### config.mk
export PLATFORM = sky130hd
export DESIGN_NAME = loa_accumulator
export DESIGN_NICKNAME = d
export VERILOG_FILES = /design/src/rtl/loa_acc_pkg.sv /design/src/rtl/loa_add_core.sv /design/src/rtl/loa_accumulator.sv
export SDC_FILE = /design/constraint.sdc
export NUM_CORES = 1
export LEC_CHECK = 0
export BUFFER_PORTS_ARGS = -buffer_cell sky130_fd_sc_hd__buf_2
export CORE_MARGIN = 3
export CORE_UTILIZATION = 52
export CTS_CLUSTER_SIZE = 25
export DETAILED_ROUTE_END_ITERATION = 10
export PLACE_DENSITY_LB_ADDON = 0.08
export SLEW_MARGIN = 0
export SYNTH_ARGS = -nofsm -noshare
export SYNTH_HDL_FRONTEND = slang
export SYNTH_SLANG_ARGS = --single-unit
### constraint.sdc
create_clock -name clk -period 12.36 [get_ports clk]
set_clock_uncertainty 0.1 [all_clocks]
set_input_delay 1.854 -clock clk [delete_from_list [all_inputs] [get_ports clk]]
set_output_delay 1.854 -clock clk [all_outputs]
set_load 0.02 [all_outputs]
### src/rtl/loa_acc_pkg.sv
// Shared types and the lower-part-OR (LOA) add function for the approximate accumulator.
package loa_acc_pkg;

  localparam int unsigned IN_W_DEF        = 16;
  localparam int unsigned ACC_W_DEF       = 24;
  localparam int unsigned APPROX_BITS_DEF = 4;
  localparam int unsigned CNT_W_DEF       = 10;
  localparam int unsigned LOA_MAX_W       = 64;

  typedef enum logic [1:0] {
    IDLE,
    ACCUM,
    HOLD
  } state_t;

  // Returns {co, sum} with sum zero-padded in the low LOA_MAX_W bits; w is the
  // active width and l the number of approximate (OR) low bits.
  function automatic logic [LOA_MAX_W:0] loa_add(
    input logic [LOA_MAX_W-1:0] a,
    input logic [LOA_MAX_W-1:0] b,
    input int unsigned          w,
    input int unsigned          l
  );
    logic [LOA_MAX_W:0] r;
    logic               c;
    r = '0;
    c = 1'b0;
    for (int unsigned i = 0; i < LOA_MAX_W; i++) begin
      if (i < l) begin
        r[i] = a[i] | b[i];
        if (i == l - 1) c = a[i] & b[i];
      end else if (i < w) begin
        r[i] = a[i] ^ b[i] ^ c;
        c    = (a[i] & b[i]) | (c & (a[i] ^ b[i]));
      end
    end
    r[LOA_MAX_W] = c;
    return r;
  endfunction

endpackage

### src/rtl/loa_add_core.sv
// Combinational ACC_W-bit LOA adder: OR on the low APPROX_BITS, exact add above.
module loa_add_core
  import loa_acc_pkg::*;
#(
  parameter int unsigned ACC_W       = ACC_W_DEF,
  parameter int unsigned APPROX_BITS = APPROX_BITS_DEF
) (
  input  logic [ACC_W-1:0] a,
  input  logic [ACC_W-1:0] b,
  output logic [ACC_W-1:0] sum,
  output logic             co
);

  logic [LOA_MAX_W:0] r;

  always_comb r = loa_add(LOA_MAX_W'(a), LOA_MAX_W'(b), ACC_W, APPROX_BITS);

  assign sum = r[ACC_W-1:0];
  assign co  = r[LOA_MAX_W];

  if (ACC_W < LOA_MAX_W) begin : g_pad
    logic unused_pad;
    assign unused_pad = ^r[LOA_MAX_W-1:ACC_W];
  end

endmodule

### src/rtl/loa_accumulator.sv
// Streaming LOA partial-sum accumulator with valid/ready on both sides.
// Define LOA_ACCUMULATOR_ERR_MON_EN to add the exact shadow sum and out_err/out_mismatch.
module loa_accumulator
  import loa_acc_pkg::*;
#(
  parameter int unsigned IN_W        = IN_W_DEF,
  parameter int unsigned ACC_W       = ACC_W_DEF,
  parameter int unsigned APPROX_BITS = APPROX_BITS_DEF,
  parameter int unsigned CNT_W       = CNT_W_DEF
) (
  input  logic             clk,
  input  logic             rst,
  input  logic             in_valid,
  output logic             in_ready,
  input  logic [IN_W-1:0]  in_data,
  input  logic             in_last,
  output logic             out_valid,
  input  logic             out_ready,
  output logic [ACC_W-1:0] out_data,
  output logic [CNT_W-1:0] out_count,
  output logic             out_ovf
`ifdef LOA_ACCUMULATOR_ERR_MON_EN
  ,
  output logic [ACC_W-1:0] out_err,
  output logic             out_mismatch
`endif
);

  state_t             state, state_next;
  logic [ACC_W-1:0]   acc, acc_sum, b_ext;
  logic [CNT_W-1:0]   cnt;
  logic               ovf, co, beat, xfer;

  assign b_ext = ACC_W'(in_data);

  loa_add_core #(
    .ACC_W       (ACC_W),
    .APPROX_BITS (APPROX_BITS)
  ) u_add (
    .a   (acc),
    .b   (b_ext),
    .sum (acc_sum),
    .co  (co)
  );

  always_comb begin
    state_next = state;
    in_ready   = 1'b0;
    out_valid  = 1'b0;
    case (state)
      IDLE, ACCUM: begin
        in_ready = 1'b1;
        if (in_valid) state_next = in_last ? HOLD : ACCUM;
      end
      HOLD: begin
        out_valid = 1'b1;
        if (out_ready) state_next = IDLE;
      end
      default: state_next = IDLE;
    endcase
  end

  assign beat = in_valid & in_ready;
  assign xfer = out_valid & out_ready;

  // acc/cnt/ovf are frozen in HOLD, so they double as the result register.
  always_ff @(posedge clk) begin
    if (rst) begin
      state <= IDLE;
      acc   <= '0;
      cnt   <= '0;
      ovf   <= 1'b0;
    end else begin
      state <= state_next;
      if (beat) begin
        acc <= acc_sum;
        if (cnt != '1) cnt <= cnt + 1'b1;
        if (co) ovf <= 1'b1;
      end else if (xfer) begin
        acc <= '0;
        cnt <= '0;
        ovf <= 1'b0;
      end
    end
  end

  assign out_data  = acc;
  assign out_count = cnt;
  assign out_ovf   = ovf;

`ifdef LOA_ACCUMULATOR_ERR_MON_EN
  logic [ACC_W-1:0] exact, exact_sum, err;

  assign exact_sum = exact + b_ext;

  always_ff @(posedge clk) begin
    if (rst) begin
      exact <= '0;
      err   <= '0;
    end else if (beat) begin
      exact <= exact_sum;
      err   <= (exact_sum >= acc_sum) ? exact_sum - acc_sum : acc_sum - exact_sum;
    end else if (xfer) begin
      exact <= '0;
      err   <= '0;
    end
  end

  assign out_err      = err;
  assign out_mismatch = (err != '0);
`endif

endmodule

; ---- Yosys cells after proc, flatten, opt, wreduce, memory -nomap -nowiden
; Index checks and enable logic that the tools add are counted.
[word_totals]
reg_bits = 37
latchBits = 0
ram_bits = 0
rom_bits = 0
in_bits = 21
out_inout_bits = 37
mem_count = 0
[classes]
n_addsub = 1
multipliers = 0
n_div = 0
order_cmp = 0
n_eq_ne = 7
shifts = 0
mux = 14
bitwise_logic = 83
reduce_logical = 6
[ops]
columns = op, count
row1 = 24-bit two-way mux, 2
row2 = 1-bit AND, 35
row3 = 1-bit bitwise XOR, 32
row4 = 10-bit two-way mux, 3
row5 = 1-bit bitwise OR, 16
row6 = 10-bit by 1-bit adder with 10-bit output (second input constant), 1
row7 = 10-bit inequality test (second input constant), 1
row8 = 2-bit two-way mux, 3
row9 = 2-bit inequality test (second input constant), 3
row10 = 2-bit AND reduction, 3
row11 = 1-bit two-way mux, 5
row12 = 2-bit case mux with 2 select lines, 1
row13 = 2-bit by 1-bit equality test with 1-bit output (second input constant), 1
row14 = 2-bit equality test (second input constant), 1
row15 = 2-bit zero test, 1
row16 = 2-bit by 1-bit inequality test with 1-bit output (second input constant), 1
row17 = 2-bit nonzero test, 1
row18 = 2-bit OR reduction, 1

; ---- Depth between registers and ports, before layout
[logic_depth]
depth_word = 35
mapped_depth = 24
mapped_depth_nobuf = 24

; ---- By module
; Synthesis repeated with hierarchy kept, for this count alone.
[hier_totals]
cells_unflattened = 235
area_unflattened_um2 = 2088.3
[by_module_without_submodules]
columns = mod, n_inst, cells_each, area_each_um2, seq_area_each_um2
row1 = loa_accumulator, 1, 200, 1617.8, 740.7
row2 = loa_add_core, 1, 35, 470.5, 0.0

; ---- Worst setup path after synthesis
; No wires, ideal clock.
[synth_path]
path_kind = input -> register
startpoint = in in_data[4]
endpoint = reg acc[23], in the netlist out_data[23]
t_arrival_ns = 7.628
slack_ns = 4.515
stages = 23
n_path_buf = 0
cell_sequence = inv_1 -> fa_1 -> fa_1 -> fa_1 -> fa_1 -> fa_1 -> fa_1 -> fa_1 -> fa_1 -> fa_1 -> fa_1 -> fa_1 -> inv_1 -> fa_1 -> ha_1 -> ha_1 -> ha_1 -> ha_1 -> ha_1 -> ha_1 -> ha_1 -> ha_1 -> a22o_1
[synth_between]
elab_chain_len = 34
elab_cells_between_ends = 35
[synth_rtl]
columns = item, line_no
row1 = "start, declared", loa_accumulator.sv:15  ; input logic [IN_W-1:0] in_data,
row2 = 1-bit bitwise XOR, loa_acc_pkg.sv:34  ; c = (a[i] & b[i]) | (c & (a[i] ^ b[i]));
row3 = 1-bit AND, loa_acc_pkg.sv:34
row4 = 1-bit bitwise OR (*), loa_acc_pkg.sv:34
row5 = 1-bit AND (*), loa_acc_pkg.sv:34
row6 = 1-bit bitwise OR (*), loa_acc_pkg.sv:34
row7 = 1-bit AND (*), loa_acc_pkg.sv:34
row8 = 1-bit bitwise OR (*), loa_acc_pkg.sv:34
row9 = 1-bit AND (*), loa_acc_pkg.sv:34
row10 = [12 not listed], -
row11 = 1-bit bitwise OR (*), loa_acc_pkg.sv:34
row12 = 1-bit AND (*), loa_acc_pkg.sv:34
row13 = 1-bit bitwise OR (*), loa_acc_pkg.sv:34
row14 = 1-bit AND (*), loa_acc_pkg.sv:34
row15 = 1-bit bitwise OR (*), loa_acc_pkg.sv:34
row16 = 1-bit AND (*) (7 in a row), loa_acc_pkg.sv:34
row17 = 1-bit bitwise XOR (*), loa_acc_pkg.sv:33  ; r[i] = a[i] ^ b[i] ^ c;
row18 = 24-bit two-way mux (*), loa_accumulator.sv:75  ; if (beat) begin
row19 = "end signal, assigned", loa_accumulator.sv:76  ; acc <= acc_sum;
row20 = "end, declared", loa_accumulator.sv:30  ; logic [ACC_W-1:0] acc, acc_sum, b_ext;
; Every way passes the cells marked *; elsewhere a longest branch is shown, timed or not.
; A chain may end at the register's enable or synchronous reset.

; ---- Worst setup path in the final report
; Same ends and word-level chain as after synthesis.

==> run metrics <==
initial DRC count 77; Detailed Place HPWL 3080 um; Longest Clk Path Bufs 2; Reg2Reg Setup Slack 5.80 ns; Hold Path End out_data[2]$_SDFFE_PP0P_; Post-CTS Setup Bufs 0; Die X between 60 and 70 um; Req. time, crit path ~12 ns; CP max FO 1; hold_sp out_data[2]$_SDFFE_PP0P_; Routed WL 4120 um; layout cell share with drive strength beyond 1 between 30 and 40%; Row Count 21; synthesized instance count 179; initial antenna violation count 0; Pwr Density 115 nW/um^2; Setup-failing EPs final 0; number of remaining DRC errors 0; Synth Area in Compound Gates 20.2%; Initial Utilization 55.0%; vias in the first global route 1579; Port Buf Inserts 57; Slew Limit Fails 0; multiplexer area fraction after synthesis 1.14%; TritonCTS Buffers 5; largest family of logic cells by synthesized area compound AO/OA/AOI/OAI gates; most common flop cell mapped by yosys dfxtp_1; pin count of the biggest net entering global routing 22; post-route ant nets 0; Placed Area roughly 2200 um^2; Synth warnings 0; core area 3390 um^2; post-CTS sizing 0; GPL Wtd Cong 0.898; commonest non-fill, non-tap cell in the layout buf_2; HP Class flip-flop to flip-flop; worst r2r dst out_data[23]$_SDFFE_PP0P_; #FFs+latches synth 37; WL/cell 14.6 um; crit path kind input pin to flip-flop; number of synthesized flops with an enable pin 0; DIE HEIGHT 65.9 um; XOR/XNOR Fraction of Synth Area less than 1%; Fill cells 281; P&R area growth vs syn 19.2%; global-route wire length before repair 6980 um; Yosys cell types 39; Placed Cells incl. Taps 275; Post-CTS Hold Buffers 0; root buffer cell clkbuf_4; Post-synth ARST share 0%; reg2reg start out_data[3]$_SDFFE_PP0P_; outcome completed; Layout Nets 278; MaxCap Viol Count 0; worst hold path depth 2; post-synthesis sequential area ratio 39.8%; Vias about 1600; fin crit share a little over three fifths; static leakage 1.07 nW; Fmax 128 MHz; worst hold margin ~0.38 ns; CTS tree built; post-synthesis simple-gate area fraction a little under an eighth; average instance area after synthesis 10.4 um^2; data arrival time of the worst path 7.94 ns; CP Launch Type input pin; syn nets approximately 220; area of the die 4340 um^2; CP endpoint kind flip-flop; io pins 58; maximum vdd ir drop 74.4 uV; Clock Sink Count 37; clock slew at reported path FFs 0.11 ns; post-synthesis adder-cell area fraction 18.9%; Final Hold Viols 0; R2R depth 23; # diodes 0; max_slew headroom 25.5%; Worst-Margin Slew 1.11 ns; DR pass1 iterations 4; grt ovf 0; GRT Util Overall 21.0%; most frequent cells in the layout buf_2 (57), dfxtp_1 (37), inv_1 (28); Worst-Skew Late Latency 0.33 ns; RSZ-0062 raised after global routing no; Final TNS setup 0 ns; H-Tree Depth 2; Via-to-Cell Ratio 5.50; fin cells between 200 and 300; min cycle time layout around 8 ns; post-route cell area roughly 2200 um^2; Post-Syn Area approximately 1900 um^2; Pwr Total 255 uW
## logic make-up (layout without fill, tap and decap cells)
kind of cell               count (synthesis)  count (layout)
muxes                                      2               2
and+or+nand+nor                           35              35
DFF                                       37              37
adders and majority gates                 21              21
buffers and inverters                     35              92
xor gates and xnor gates                   1               1
AOI/OAI and AO/OA                         48              48
## cells in the mapped netlist, types with 3 or more instances
master,count,area (um^2)
nand4_2,3,37.5
buf_2,5,25.0
o32ai_1,11,96.3
inv_1,28,105
a21oi_1,11,55.1
dfxtp_1,37,741
nor2_1,10,37.5
fa_1,12,240
nand2_1,6,22.5
ha_1,9,113
a22oi_1,4,30.0
a22o_1,11,96.3
## critical path, cell delays in order
cell    delay [ns]
buf_2         0.07
inv_1         0.05
fa_1          0.45
fa_1          0.39
fa_1          0.39
fa_1          0.39
fa_1          0.39
fa_1          0.40
fa_1          0.39
fa_1          0.39
fa_1          0.39
fa_1          0.39
fa_1          0.37
inv_1         0.07
fa_1          0.16
ha_1          0.14
ha_1          0.14
ha_1          0.14
ha_1          0.13
ha_1          0.13
ha_1          0.14
ha_1          0.14
ha_1          0.22
a22o_1        0.21
## metrics by stage
step                worst slack (ns)  util [%]
finish                          4.55      65.5
CTS                             4.53      65.5
floorplan                       4.52         -
global placement                4.30      63.9
detailed placement              4.19      63.9
global route                    4.34      65.5
## flip-flops by register name (all words and copies together) (netlist names)
name / count
out_data: 24
out_count: 10
out_ovf: 1
state: 2
## final cells by class
type | instances | area, um^2 | area share (%)
inverters | 28 | 105 | 4.73
well taps | 46 | 57.6 | 2.59
flip-flops and latches | 37 | 741 | 33.4
repair buffers | 57 | 285 | 12.8
clock buffers | 7 | 55.1 | 2.48
multi-input cells | 107 | 977 | 44.0
## per-layer routing
layer | up-vias | wire length [um] | global-route usage (%)
met5 | - | 0 | 0
met4 | 0 | 23 | 8.29
met3 | 2 | 235 | 5.10
met2 | 50 | 2140 | 37.0
met1 | 746 | 1710 | 24.2
li1 | 754 | - | -
## power by group
group          leakage, nW  switching (mW)  total, mW  internal, mW
combinational        0.733          0.0355     0.0586        0.0231
sequential           0.302         0.00537      0.133         0.127
clock               0.0314          0.0373     0.0641        0.0269
## worst max-delay path by stage
stage / start / endpoint / slack (ns) / cells past startpoint
after floorplan: in_data[4] / out_data[23]$_SDFFE_PP0P_ / 4.52 / 23
after detailed placement: in_data[4] / out_data[23]$_SDFFE_PP0P_ / 4.19 / 24
after global routing: in_data[4] / out_data[23]$_SDFFE_PP0P_ / 4.34 / 24
final: in_data[4] / out_data[23]$_SDFFE_PP0P_ / 4.55 / 24
after CTS: in_data[4] / out_data[23]$_SDFFE_PP0P_ / 4.53 / 24
after global placement: in_data[4] / out_data[23]$_SDFFE_PP0P_ / 4.30 / 24
(Power assumes the default switching activity.)
